[config.mk]
export PLATFORM = sky130hd
export DESIGN_NAME = rvga_mem_arbiter
export DESIGN_NICKNAME = d
export VERILOG_FILES = /design/src/rtl/rvga_mem_arbiter_pkg.sv /design/src/rtl/rvga_rr_arbiter2.sv /design/src/rtl/rvga_mem_arbiter.sv
export SDC_FILE = /design/constraint.sdc
export NUM_CORES = 1
export LEC_CHECK = 0
export ABC_CLOCK_PERIOD_IN_PS = 1650
export BUFFER_PORTS_ARGS = -buffer_cell sky130_fd_sc_hd__clkbuf_2
export CAP_MARGIN = 0
export CORE_UTILIZATION = 40
export DETAILED_ROUTE_END_ITERATION = 8
export PLACE_DENSITY = 0.78
export SLEW_MARGIN = 20
export SYNTH_ARGS = -nofsm -noshare
export SYNTH_HDL_FRONTEND = slang
export SYNTH_HIERARCHICAL = 1
export SYNTH_SLANG_ARGS = --single-unit
[constraint.sdc]
create_clock -name clk_i -period 1.65 [get_ports clk_i]
set_input_delay 0.33 -clock clk_i [delete_from_list [all_inputs] [get_ports clk_i]]
set_output_delay 0.33 -clock clk_i [all_outputs]
set_load 0.01 [all_outputs]
[src/rtl/rvga_mem_arbiter_pkg.sv]
// Shared types for the unified memory arbiter.
// Word type, arbiter FSM states and grant selector.
package rvga_mem_arbiter_pkg;

    typedef logic [31:0] rvga_word;

    typedef enum logic [1:0] {
        IDLE,
        BUSY_I,
        BUSY_D,
        DRAIN
    } rvga_arb_state_e;

    typedef enum logic {
        ARB_IMEM,
        ARB_DMEM
    } rvga_arb_sel_e;

endpackage

[src/rtl/rvga_rr_arbiter2.sv]
// Two-way grant selector: combinational grant, registered last grant.
// Ports: imem/dmem requests, update strobe, grant valid and selector.
module rvga_rr_arbiter2
    import rvga_mem_arbiter_pkg::*;
#(
    parameter bit rr_en_p = 1'b1
) (
    input  logic          clk_i,
    input  logic          rst_n_i,
    input  logic          imem_req_i,
    input  logic          dmem_req_i,
    input  logic          update_i,
    output logic          gnt_v_o,
    output rvga_arb_sel_e gnt_sel_o
);

    rvga_arb_sel_e last_q;

    always_comb begin
        gnt_v_o   = imem_req_i | dmem_req_i;
        gnt_sel_o = ARB_IMEM;
        if (imem_req_i && dmem_req_i) begin
            if (rr_en_p) begin
                gnt_sel_o = (last_q == ARB_IMEM) ? ARB_DMEM : ARB_IMEM;
            end else begin
                gnt_sel_o = ARB_DMEM;
            end
        end else if (dmem_req_i) begin
            gnt_sel_o = ARB_DMEM;
        end
    end

    always_ff @(posedge clk_i or negedge rst_n_i) begin
        if (!rst_n_i) begin
            last_q <= ARB_IMEM;
        end else if (update_i && gnt_v_o) begin
            last_q <= gnt_sel_o;
        end
    end

endmodule

[src/rtl/rvga_mem_arbiter.sv]
// Shares one memory port between instruction fetch and data access.
// Ports: imem_* fetch side, dmem_* data side, mem_* memory, timeout_o.
module rvga_mem_arbiter
    import rvga_mem_arbiter_pkg::*;
#(
    parameter bit          rr_en_p   = 1'b1,
    parameter int unsigned timeout_p = 1024
) (
    input  logic     clk_i,
    input  logic     rst_n_i,
    input  logic     imem_r_v_i,
    input  rvga_word imem_addr_i,
    output rvga_word imem_data_o,
    output logic     imem_resp_v_o,
    input  logic     dmem_r_v_i,
    input  logic     dmem_w_v_i,
    input  rvga_word dmem_addr_i,
    input  rvga_word dmem_data_i,
    output rvga_word dmem_data_o,
    output logic     dmem_resp_v_o,
    output logic     mem_r_v_o,
    output logic     mem_w_v_o,
    output rvga_word mem_addr_o,
    output rvga_word mem_data_o,
    input  rvga_word mem_data_i,
    input  logic     mem_resp_v_i,
    output logic     timeout_o
);

    localparam int unsigned CW =
        (timeout_p > 1) ? $clog2(timeout_p + 1) : 1;
    localparam logic [CW-1:0] TMO = CW'(timeout_p);

    rvga_arb_state_e state_q, state_n;
    logic            mem_r_v_n, mem_w_v_n;
    rvga_word        mem_addr_n, mem_data_n;
    logic [CW-1:0]   wait_cnt_q, wait_cnt_n;
    logic            timeout_n;
    logic            gnt_v;
    rvga_arb_sel_e   gnt_sel;
    logic            dmem_req;

    assign dmem_req = dmem_r_v_i | dmem_w_v_i;

    rvga_rr_arbiter2 #(
        .rr_en_p (rr_en_p)
    ) u_arb (
        .clk_i      (clk_i),
        .rst_n_i    (rst_n_i),
        .imem_req_i (imem_r_v_i),
        .dmem_req_i (dmem_req),
        .update_i   (state_q == IDLE),
        .gnt_v_o    (gnt_v),
        .gnt_sel_o  (gnt_sel)
    );

    // Responses are routed straight through in the response cycle.
    assign imem_resp_v_o = (state_q == BUSY_I) && mem_resp_v_i;
    assign dmem_resp_v_o = (state_q == BUSY_D) && mem_resp_v_i;
    assign imem_data_o   = imem_resp_v_o ? mem_data_i : '0;
    assign dmem_data_o   = dmem_resp_v_o ? mem_data_i : '0;

    always_comb begin
        state_n    = state_q;
        mem_r_v_n  = mem_r_v_o;
        mem_w_v_n  = mem_w_v_o;
        mem_addr_n = mem_addr_o;
        mem_data_n = mem_data_o;
        wait_cnt_n = wait_cnt_q;
        timeout_n  = timeout_o;
        unique case (state_q)
            IDLE: begin
                if (gnt_v) begin
                    wait_cnt_n = '0;
                    if (gnt_sel == ARB_DMEM) begin
                        state_n    = BUSY_D;
                        mem_addr_n = dmem_addr_i;
                        mem_data_n = dmem_data_i;
                        // A simultaneous read and write is a write.
                        mem_w_v_n  = dmem_w_v_i;
                        mem_r_v_n  = !dmem_w_v_i;
                    end else begin
                        state_n    = BUSY_I;
                        mem_addr_n = imem_addr_i;
                        mem_data_n = '0;
                        mem_r_v_n  = 1'b1;
                        mem_w_v_n  = 1'b0;
                    end
                end
            end
            BUSY_I, BUSY_D: begin
                if (mem_resp_v_i) begin
                    state_n   = DRAIN;
                    mem_r_v_n = 1'b0;
                    mem_w_v_n = 1'b0;
                end else if (timeout_p != 0 && wait_cnt_q != TMO) begin
                    wait_cnt_n = wait_cnt_q + 1'b1;
                    if (wait_cnt_n == TMO) begin
                        timeout_n = 1'b1;
                    end
                end
            end
            // One dead cycle so a request still held from the
            // response cycle is not granted a second time.
            DRAIN: begin
                state_n = IDLE;
            end
            default: begin
                state_n = IDLE;
            end
        endcase
    end

    always_ff @(posedge clk_i or negedge rst_n_i) begin
        if (!rst_n_i) begin
            state_q    <= IDLE;
            mem_r_v_o  <= 1'b0;
            mem_w_v_o  <= 1'b0;
            mem_addr_o <= '0;
            mem_data_o <= '0;
            wait_cnt_q <= '0;
            timeout_o  <= 1'b0;
        end else begin
            state_q    <= state_n;
            mem_r_v_o  <= mem_r_v_n;
            mem_w_v_o  <= mem_w_v_n;
            mem_addr_o <= mem_addr_n;
            mem_data_o <= mem_data_n;
            wait_cnt_q <= wait_cnt_n;
            timeout_o  <= timeout_n;
        end
    end

endmodule
==> run metrics <==
most common cell after layout, fill and taps aside=clkbuf_2; failing checks=setup timing; setup violators final=80; met1 Track Usage GR=28.5%; Layout area overhead=51.7%; Nets=919; vias per cell=5.16; total die area=11400 um^2; CTS tree=yes; DRT antenna net count=0; row cnt=37; Yosys reg bits=81; startpoint types=flop; worst hold endpoint=mem_data_o[21]; crit-path max cell delay=0.41 ns; reg2reg path depth=8; Min-Delay Path Class=primary input to flop; initial antenna violation count=0; Cells after Synth=498; slew margin rel.=79.6%; Post-route DRC=0; hold path cells=3; Sequential Power Share=30.5%; clock share of power=14.0%; Worst-path clk slew=0.10 ns; largest net degree at the start of global routing=54; vias in the first global route=4414; post-synthesis sequential area ratio=46.1%; area of the multi-input gates=2270 um^2; RD Place Congestion=0.901; # port buffers=266; clock latency on the worst-skew pair=0.34 ns; GR Util met3=4.26%; Detailed Route WL=14000 um; H-Tree Level Count=3; final hold vios=0; min cycle time layout=1.94 ns; Max clock buf depth=2; total global routing overflow=0; Net Count, Synth=638; DRT iter0 DRCs=321; Setup crit start=state_q[0]; DP HPWL=9780 um; Die X=107 um; Sequential Area=2030 um^2; cell internal pwr=6.35 mW; first-pass GRT wire length=20400 um; Net Sw Power=4.56 mW; Slew Limit Fails=0; Worst Max-Slew Pin Slew=0.305 ns; reg2reg setup slack=-0.22 ns; Critical Path RT=1.32 ns; via count=4749; overall power=10.9 mW; Synth Cell Area=4400 um^2; maximum VDD drop=1020 uV; CP Max Fanout=17; detailed-route wire length per cell=15.2 um; core area=10500 um^2; share of layout cells above drive strength 1=45.9%; fin crit share=117%; # IOs=267; Reg-to-Reg Start=state_q[0]; Max stage delay cell, worst path=dfrtp_1; CP Cell Sequence=inv_2, buf_6, ha_4, buf_12, and3_1, clkbuf_2; ant diodes=0; met2 GRT Util=37.9%; Overall Global Routing Usage=22.3%; initial core utilization=41.8%; Max Cap Violations=0; utilization after layout=63.5%; Die H=107 um; Comb pwr share=55.5%; Worst EP arrival=1.61 ns; Yosys cell types=42; clock root buffer=clkbuf_8; final setup margin=-0.286 ns; reg2reg end=wait_cnt_q[4]; Critical Path Sink Type=primary output; Clock Skews=0.00971 ns; drt pass-1 iters=5; worst hold path startpoint=dmem_data_i[21]; most used routing layer in global routing=met2; most frequent cells in the layout=clkbuf_2 (205), nand2_1 (107), dfrtp_1 (81), and3_1 (58), buf_2 (49); net switching fraction of the power=41.8%; Setup CP Type=flop to primary output; result of the run=complete, but fails checks; Synth warnings=6; Power Dens Cells=1640 nW/um^2; post-synthesis average cell area=8.83 um^2; Setup TNS Final=-16.34 ns; CTS buffer count=9; RSZ-0062 raised after global routing=true; clock sinks=81; Filler cells=849; Lkg Pwr=3.91 nW; Achievable Freq=516 MHz
-- cells by family after synthesis --
logic type	count (synthesis)	synth area share (%)
simple gates	245	28.0
flops	81	46.1
compound gates	70	8.94
buf+inv	52	5.21
mux	42	9.59
fa+ha+maj	6	1.71
xor+xnor	2	0.399
-- routing by layer --
layer / wire [um] / share of wire, % / vias up
met2: 6920 / 50 / 205
met1: 5840 / 42 / 2232
met5: 0 / 0 / -
li1: - / - / 2282
met4: 343 / 2.5 / 0
met3: 849 / 6.1 / 30
-- synth_stat cells, drive strengths merged --
library cell	instances	area share (%)
nand2	108	9.2
dfrtp	81	46
and3	68	9.7
nand3	44	5.3
mux2i	41	9.3
o21ai	37	4.2
clkbuf	34	2.9
a21oi	18	2.1
buf	9	1.5
inv	9	0.77
ha	6	1.7
nor2	5	0.48
a31oi	4	0.57
and2	4	0.63
nor3	4	0.83
nand4	3	0.43
a21o	2	0.34
a22o	2	0.40
nand2b	2	0.28
nor2b	2	0.28
o22ai	2	0.28
or2	2	0.28
xor2	2	0.40
a21boi	1	0.17
a2bb2oi	1	0.20
a41o	1	0.23
and4bb	1	0.28
mux2	1	0.26
nand4b	1	0.20
nor4	1	0.14
o221ai	1	0.20
o2bb2ai	1	0.20
-- worst max-delay path by stage --
stage               slack, ns  cells after the start              end
finish                  -0.29                      6   dmem_data_o[3]
global route            -0.33                      6   dmem_data_o[3]
CTS                     -0.25                      6  dmem_data_o[15]
detailed placement      -0.15                      8    wait_cnt_q[4]
global placement        -0.11                      8    wait_cnt_q[4]
floorplan               -0.07                      7   mem_data_o[10]
-- worst max-delay path: cells and delay by family (launching register included) --
family	cells	cell delay (ns)
adder cells (fa/ha/maj)	1	0.17
buffers and inverters	4	0.49
flip-flops	1	0.41
AND/OR/NAND/NOR	1	0.19
-- final cells by class --
| cell class | instances | share of cell area [%] |
|---|---|---|
| Multi-Input combinational cell | 365 | 34.1 |
| Sequential cell | 81 | 30.4 |
| Timing Repair Buffer | 313 | 29.4 |
| Tap cell | 136 | 2.55 |
| Clock buffer | 9 | 1.86 |
| Clock inverter | 7 | 1.26 |
| Inverter | 9 | 0.507 |
-- metrics by stage --
stage / hold WS [ns] / area (um^2) / setup WS [ns] / cells
after global placement: 0.239 / 6150 / -0.109 / 897
after CTS: 0.180 / 6500 / -0.250 / 918
after floorplan: 0.0344 / 4440 / -0.0719 / 498
after global routing: 0.192 / 6670 / -0.334 / 920
after detailed placement: 0.243 / 6150 / -0.149 / 897
final: 0.198 / 6670 / -0.286 / 920
-- flip-flops by register name, summed over array words and instances (netlist names) --
register and count:
timeout_o 1, mem_r_v_o 1, wait_cnt_q 11, u_arb/last_q 1, state_q 2, mem_w_v_o 1, mem_addr_o 32, mem_data_o 32
-- power by group through the flow --
stage	Clock (mW)	Combinational (mW)	Sequential, mW
5_1_grt	1.66	6.62	3.43
3_3_place_gp	0	5.17	3.32
4_1_cts	1.58	5.73	3.33
3_5_place_dp	0	5.38	3.35
6_report	1.53	6.06	3.33
2_1_floorplan	0	2.65	3.70
-- what timing repair did --
action | CTS | global route
pin swaps | 1 | 1
resized for setup | 16 | 81
endpoints found under the setup margin | 76 | 106
buffers inserted | 2 | 0
hold endpoints to repair | 21 | 0
hold buffers | 1 | 0
cloned | 2 | 2
(Power assumes the default switching activity.)
